===== config.mk =====
export PLATFORM = sky130hd
export DESIGN_NAME = regfile_write_arbiter
export DESIGN_NICKNAME = d
export VERILOG_FILES = /design/src/rtl/regfile_write_arbiter.sv
export SDC_FILE = /design/constraint.sdc
export NUM_CORES = 1
export LEC_CHECK = 0
export CAP_MARGIN = 10
export CORE_MARGIN = 3
export CORE_UTILIZATION = 35
export CTS_CLUSTER_DIAMETER = 200
export DETAILED_ROUTE_END_ITERATION = 8
export HOLD_SLACK_MARGIN = 0.06
export PLACE_DENSITY = 0.57
export SYNTH_ARGS = -nofsm -noshare
export SYNTH_HDL_FRONTEND = slang
export SYNTH_SLANG_ARGS = --single-unit

===== constraint.sdc =====
create_clock -name clock -period 2.25 [get_ports clock]
set_clock_uncertainty 0.1 [all_clocks]
set_input_delay 0.45 -clock clock [delete_from_list [all_inputs] [get_ports clock]]
set_output_delay 0.45 -clock clock [all_outputs]
set_load 0.02 [all_outputs]

===== src/rtl/regfile_write_arbiter.sv =====
`default_nettype none
// ============================================================================
// Module   : regfile_write_arbiter
// Purpose  : Two-requester write arbiter for the single register file write
//            port. Define REGFILE_ARB_ROUND_ROBIN_EN for round-robin on contention.
// Revision : 1.0
// ============================================================================
module regfile_write_arbiter #(
  parameter int ADDRESS_WIDTH = 5,
  parameter int REG_SIZE      = 32
) (
  input  logic                          clock,
  input  logic                          reset,
  input  logic                          a_valid,
  output logic                          a_ready,
  input  logic [ADDRESS_WIDTH-1:0]      a_addr,
  input  logic [REG_SIZE-1:0]           a_data,
  input  logic                          b_valid,
  output logic                          b_ready,
  input  logic [ADDRESS_WIDTH-1:0]      b_addr,
  input  logic [REG_SIZE-1:0]           b_data,
  output logic                          write_en,
  output logic [ADDRESS_WIDTH-1:0]      write_reg_addr,
  output logic [REG_SIZE-1:0]           write_reg_data_in,
  output logic [(1<<ADDRESS_WIDTH)-1:0] pending_mask,
  output logic                          idle
);

  localparam int NUM_REGS = 1 << ADDRESS_WIDTH;

  logic                     hold_a_full_q, hold_a_full_d;
  logic [ADDRESS_WIDTH-1:0] hold_a_addr_q, hold_a_addr_d;
  logic [REG_SIZE-1:0]      hold_a_data_q, hold_a_data_d;
  logic                     hold_b_full_q, hold_b_full_d;
  logic [ADDRESS_WIDTH-1:0] hold_b_addr_q, hold_b_addr_d;
  logic [REG_SIZE-1:0]      hold_b_data_q, hold_b_data_d;
  logic                     write_en_q, write_en_d;
  logic [ADDRESS_WIDTH-1:0] write_addr_q, write_addr_d;
  logic [REG_SIZE-1:0]      write_data_q, write_data_d;
  logic [NUM_REGS-1:0]      pending_q, pending_d;

  logic prefer_a;
  logic grant_a, grant_b;
  logic accept_a, accept_b;

`ifdef REGFILE_ARB_ROUND_ROBIN_EN
  // rr_q = 0: A is preferred on the next contended cycle.
  logic rr_q, rr_d;

  always_comb begin
    rr_d = rr_q;
    if (hold_a_full_q && hold_b_full_q) begin
      rr_d = grant_a;
    end
  end

  always_ff @(posedge clock or negedge reset) begin
    if (!reset) begin
      rr_q <= 1'b0;
    end else begin
      rr_q <= rr_d;
    end
  end

  assign prefer_a = !rr_q;
`else
  assign prefer_a = 1'b1;
`endif

  assign grant_a  = hold_a_full_q && (!hold_b_full_q || prefer_a);
  assign grant_b  = hold_b_full_q && !grant_a;

  // Ready is a function of state only, so a hold being drained may refill.
  assign a_ready  = !hold_a_full_q || grant_a;
  assign b_ready  = !hold_b_full_q || grant_b;
  assign accept_a = a_valid && a_ready;
  assign accept_b = b_valid && b_ready;

  always_comb begin
    hold_a_full_d = hold_a_full_q;
    hold_a_addr_d = hold_a_addr_q;
    hold_a_data_d = hold_a_data_q;
    hold_b_full_d = hold_b_full_q;
    hold_b_addr_d = hold_b_addr_q;
    hold_b_data_d = hold_b_data_q;

    if (accept_a) begin
      hold_a_full_d = (a_addr != '0);
      hold_a_addr_d = a_addr;
      hold_a_data_d = a_data;
    end else if (grant_a) begin
      hold_a_full_d = 1'b0;
    end

    if (accept_b) begin
      hold_b_full_d = (b_addr != '0);
      hold_b_addr_d = b_addr;
      hold_b_data_d = b_data;
    end else if (grant_b) begin
      hold_b_full_d = 1'b0;
    end
  end

  always_comb begin
    write_en_d   = grant_a || grant_b;
    write_addr_d = write_addr_q;
    write_data_d = write_data_q;
    if (grant_a) begin
      write_addr_d = hold_a_addr_q;
      write_data_d = hold_a_data_q;
    end else if (grant_b) begin
      write_addr_d = hold_b_addr_q;
      write_data_d = hold_b_data_q;
    end
  end

  // Clear on commit first so that a same-cycle accept to that register wins.
  always_comb begin
    pending_d = pending_q;
    if (write_en_q) begin
      pending_d[write_addr_q] = 1'b0;
    end
    if (accept_a && (a_addr != '0)) begin
      pending_d[a_addr] = 1'b1;
    end
    if (accept_b && (b_addr != '0)) begin
      pending_d[b_addr] = 1'b1;
    end
  end

  always_ff @(posedge clock or negedge reset) begin
    if (!reset) begin
      hold_a_full_q <= 1'b0;
      hold_a_addr_q <= '0;
      hold_a_data_q <= '0;
      hold_b_full_q <= 1'b0;
      hold_b_addr_q <= '0;
      hold_b_data_q <= '0;
      write_en_q    <= 1'b0;
      write_addr_q  <= '0;
      write_data_q  <= '0;
      pending_q     <= '0;
    end else begin
      hold_a_full_q <= hold_a_full_d;
      hold_a_addr_q <= hold_a_addr_d;
      hold_a_data_q <= hold_a_data_d;
      hold_b_full_q <= hold_b_full_d;
      hold_b_addr_q <= hold_b_addr_d;
      hold_b_data_q <= hold_b_data_d;
      write_en_q    <= write_en_d;
      write_addr_q  <= write_addr_d;
      write_data_q  <= write_data_d;
      pending_q     <= pending_d;
    end
  end

  assign write_en          = write_en_q;
  assign write_reg_addr    = write_addr_q;
  assign write_reg_data_in = write_data_q;
  assign pending_mask      = pending_q;
  assign idle              = !hold_a_full_q && !hold_b_full_q && !write_en_q;

endmodule
`default_nettype wire


==> impl_metrics.py <==
metrics = {
    "finish": {
        "fillers": 1484,
        "finish.net_count": 728,
        "drive_gt1_frac": 0.223,
        "finish.instance_area_sq_um": 8590,
        "footprint_of_the_multi_input_gates_sq_um": 2350,
        "register_area_sq_um": 3660,
        "finish.utilization": 0.509,
        "antenna_cells_inserted": 0,
        "syn_to_final_growth_pct": 39.9,
    },
    "pwr": {
        "total_leakage_power_nw": 3.58,
        "vdd_ir_drop_max_v": 0.000750,
        "power_per_cell_area_nw_per_um2": 1000,
    },
    "clock_network": {
        "h-tree-depth": 4,
        "cts_tree": "done",
        "cts.reportedPaths.clkPinSlew_ns": 0.06,
        "root_buffer": "sky130_fd_sc_hd__clkbuf_16",
        "cts_setup_buffers": 0,
        "clk-insertion-delay-late_ns": 0.42,
        "cts_buffer_depth": 2,
        "cts.sink_count": 146,
        "number_of_buffers_inserted_during_clock_tree_synthesis": 17,
    },
    "yosys": {
        "yosys_most_used_dff": "sky130_fd_sc_hd__dfrtp_1",
        "syn_avg_cell_area_sq_um": 12.8,
        "synth_warnings": 0,
        "number_of_synthesized_flops_with_an_enable_pin": 0,
        "register_bit_total_from_synthesis": 146,
        "area_contributors_post_synth": "sky130_fd_sc_hd__dfrtp_1 (59%), sky130_fd_sc_hd__mux2_2 (14%), sky130_fd_sc_hd__mux2i_1 (6.0%)",
        "synthesis.instances": 480,
        "netlist.area_leader.share": 0.595,
        "netlist-cell-type-count": 29,
        "synth.yosys.seq_area_share": 0.595,
        "synth_area_leader_cell": "sky130_fd_sc_hd__dfrtp_1",
        "synthesis.nets": 558,
        "async_flop_share": 1.00,
        "netlist_area_sq_um": 6140,
    },
    "detailed_routing": {
        "drt_first_pass_iters": 4,
        "routed_wire_length_per_instance_um": 19.8,
        "vias": 4595,
        "drt_wl_total_um": 17500,
        "drt.antenna.violating_nets": 0,
        "post_drt_via_cell_ratio": 5.20,
        "drc": 0,
        "drtIter0Drc": 303,
    },
    "global_routing": {
        "grt_start_max_net_pins": 59,
        "grt_first_pass_wirelength_um": 27800,
        "grt.busiest_layer": "met2",
        "via_count_of_the_first_global_routing_pass": 4961,
        "grt_overflow": 0,
        "grt_antenna_before_repair": 1,
        "grt_util_met1": 0.249,
        "globalRouteMet2Util": 0.269,
        "gr-usage-met3": 0.0608,
        "grt_usage": 0.183,
    },
    "setup_path": {
        "critical_path.cell_chain": "buf_4 > nand2_1 > dlygate4sd2_1",
        "critical-path-top-delay-family": "buffers and inverters",
        "critical_path_cell_count": 3,
        "worstPathMaxFanout": 19,
        "worst_setup_path_class": "flip-flop to output port",
        "critical-path-slowest-cell": "sky130_fd_sc_hd__dfrtp_2",
        "worst_path_largest_cell_delay_ns": 0.40,
        "cp-start-kind": "flip-flop",
        "critPathCaptureType": "output port",
        "critPathBufInv": 2,
        "r2r.worst_path.cells": 5,
        "critical_path_required_ns": 1.70,
        "worstPathArrival_ns": 1.54,
    },
    "floorplanning": {
        "core_area_sq_um": 16900,
        "floorplan.io_pins": 151,
        "die_extent_in_y_um": 139,
        "initial_core_util": 0.364,
        "die_area_sq_um": 19200,
        "floorplan.rows": 47,
        "die_w_um": 139,
    },
    "timing": {
        "final-hold-violation-count": 0,
        "grt_setup_unrepaired": "no",
        "slew-limit-headroom": 0.621,
        "final.period_utilization": 0.929,
        "slew_violations": 0,
        "timing.final.setup_violations": 0,
        "finalSetupTns_ns": 0,
        "slew_at_the_pin_with_the_worst_max_slew_slack_ns": 0.569,
        "period_needed_ns": 2.09,
        "fmaxAchievable_mhz": 479,
    },
    "placement": {
        "placedInstanceArea_sq_um": 8040,
        "routabilityCongestion": 0.923,
        "buffer_ports.inserted": 149,
        "hpwlAfterDp_um": 12600,
    },
    "hold_path": {
        "worstHoldPathType": "input port to flip-flop",
        "min_delay_path_depth": 2,
    },
    "flow_run": {
        "drv.max_cap_violation_count": 0,
    },
    "status": {
        "status": "finished, final reports clean",
    },
}
-- placed cells by master, fill, tap and decap left out, types with 5 or more instances in the layout --
cell / netlist / final
sky130_fd_sc_hd__clkdlybuf4s50_1: 0 / 145
sky130_fd_sc_hd__dfrtp_1: 146 / 144
sky130_fd_sc_hd__mux2_2: 74 / 74
sky130_fd_sc_hd__o21ai_0: 65 / 65
sky130_fd_sc_hd__nand2_1: 47 / 47
sky130_fd_sc_hd__mux2i_1: 37 / 37
sky130_fd_sc_hd__o221ai_1: 30 / 30
sky130_fd_sc_hd__buf_4: 6 / 25
sky130_fd_sc_hd__clkbuf_16: 0 / 17
sky130_fd_sc_hd__nand2b_1: 10 / 10
sky130_fd_sc_hd__inv_6: 0 / 6
sky130_fd_sc_hd__nand3_1: 5 / 5
sky130_fd_sc_hd__nand4b_1: 5 / 5
sky130_fd_sc_hd__or2_2: 5 / 5
-- cells by family (layout without fill, tap and decap cells) --
logic type,after synthesis,in the layout,share of synthesized area
flip-flops,146,146,0.595
AO/OA/AOI/OAI,103,103,0.109
other,1,1,0.000610
multiplexers,111,111,0.196
buffers and inverters,28,211,0.0228
AND/OR/NAND/NOR,91,91,0.0776
-- Yosys cell counts, types with 2 or more instances --
cell	number
sky130_fd_sc_hd__nand4b_1	5
sky130_fd_sc_hd__nand4_1	4
sky130_fd_sc_hd__mux2i_1	37
sky130_fd_sc_hd__nand3b_1	3
sky130_fd_sc_hd__mux2_2	74
sky130_fd_sc_hd__buf_4	6
sky130_fd_sc_hd__or2_2	5
sky130_fd_sc_hd__nor2b_1	4
sky130_fd_sc_hd__nand2_1	47
sky130_fd_sc_hd__o21ai_0	65
sky130_fd_sc_hd__nand4bb_1	3
sky130_fd_sc_hd__buf_2	10
sky130_fd_sc_hd__o21ai_1	2
sky130_fd_sc_hd__clkbuf_1	10
sky130_fd_sc_hd__nor2_1	3
sky130_fd_sc_hd__buf_1	2
sky130_fd_sc_hd__nand2b_1	10
sky130_fd_sc_hd__nand3_1	5
sky130_fd_sc_hd__o221ai_1	30
sky130_fd_sc_hd__dfrtp_1	146
-- timing repair --
action,CTS,global route
hold buffers,1,0
setup endpoints to repair,2,0
resized for setup,2,0
endpoints found under the hold margin,50,0
-- power by group --
part           total [mW]  switching, mW  internal [mW]
clock                2.61           1.18           1.44
sequential           3.52          0.341           3.18
combinational        2.50           1.24           1.26
total                8.63           2.75           5.88
-- stage by stage --
stage,hold WS [ns],std cells,total power [mW],worst slack [ns]
2_1_floorplan,0.0544,480,4.71,0.460
3_3_place_gp,0.355,850,6.02,0.0876
5_1_grt,0.356,883,9.03,0.0905
3_5_place_dp,0.365,850,6.07,0.0413
6_report,0.353,883,8.63,0.161
4_1_cts,0.343,883,8.71,0.132
-- flip-flops by register name, summed over array words and instances (netlist names) --
register and flops:
hold_a_data_q 32, grant_a 1, write_reg_data_in 32, write_en 1, write_reg_addr 5, hold_b_addr_q 5
pending_mask 32, hold_b_data_q 32, hold_a_addr_q 5, hold_b_full_q 1
-- per-layer routing --
metal	vias to the layer above	wire length (um)
li1	2102	-
met4	2	325
met2	198	7920
met1	2267	7700
met5	-	13
met3	26	1500
-- worst reg2reg max path, stage by stage (launching register included) --
cell                       delay [ns]
sky130_fd_sc_hd__dfrtp_2         0.40
sky130_fd_sc_hd__buf_4           0.20
sky130_fd_sc_hd__a21boi_4        0.26
sky130_fd_sc_hd__buf_4           0.26
sky130_fd_sc_hd__nand4b_1        0.21
sky130_fd_sc_hd__o221ai_1        0.24
-- final timing paths --
check	to	from	slack [ns]
max	b_ready	grant_a$_DFF_PN0_	0.16
min	grant_a$_DFF_PN0_	a_valid	0.35
max reg2reg	pending_mask[21]$_DFF_PN0_	grant_a$_DFF_PN0_	0.48
min reg2reg	write_reg_data_in[29]$_DFFE_PN0P_	hold_a_data_q[29]$_DFFE_PN0P_	0.38
max in group asynchronous	hold_a_addr_q[0]$_DFFE_PN0P_	reset	0.92
min in group asynchronous	pending_mask[4]$_DFF_PN0_	reset	0.46
-- layout make-up --
cell class	instances	share of cell area
Sequential cell	146	0.425
Multi-Input combinational cell	306	0.274
Timing Repair Buffer	179	0.205
Clock buffer	17	0.0495
Tap cell	220	0.0320
Clock inverter	15	0.0144
Note: power is estimated with default switching activity, not from simulation.
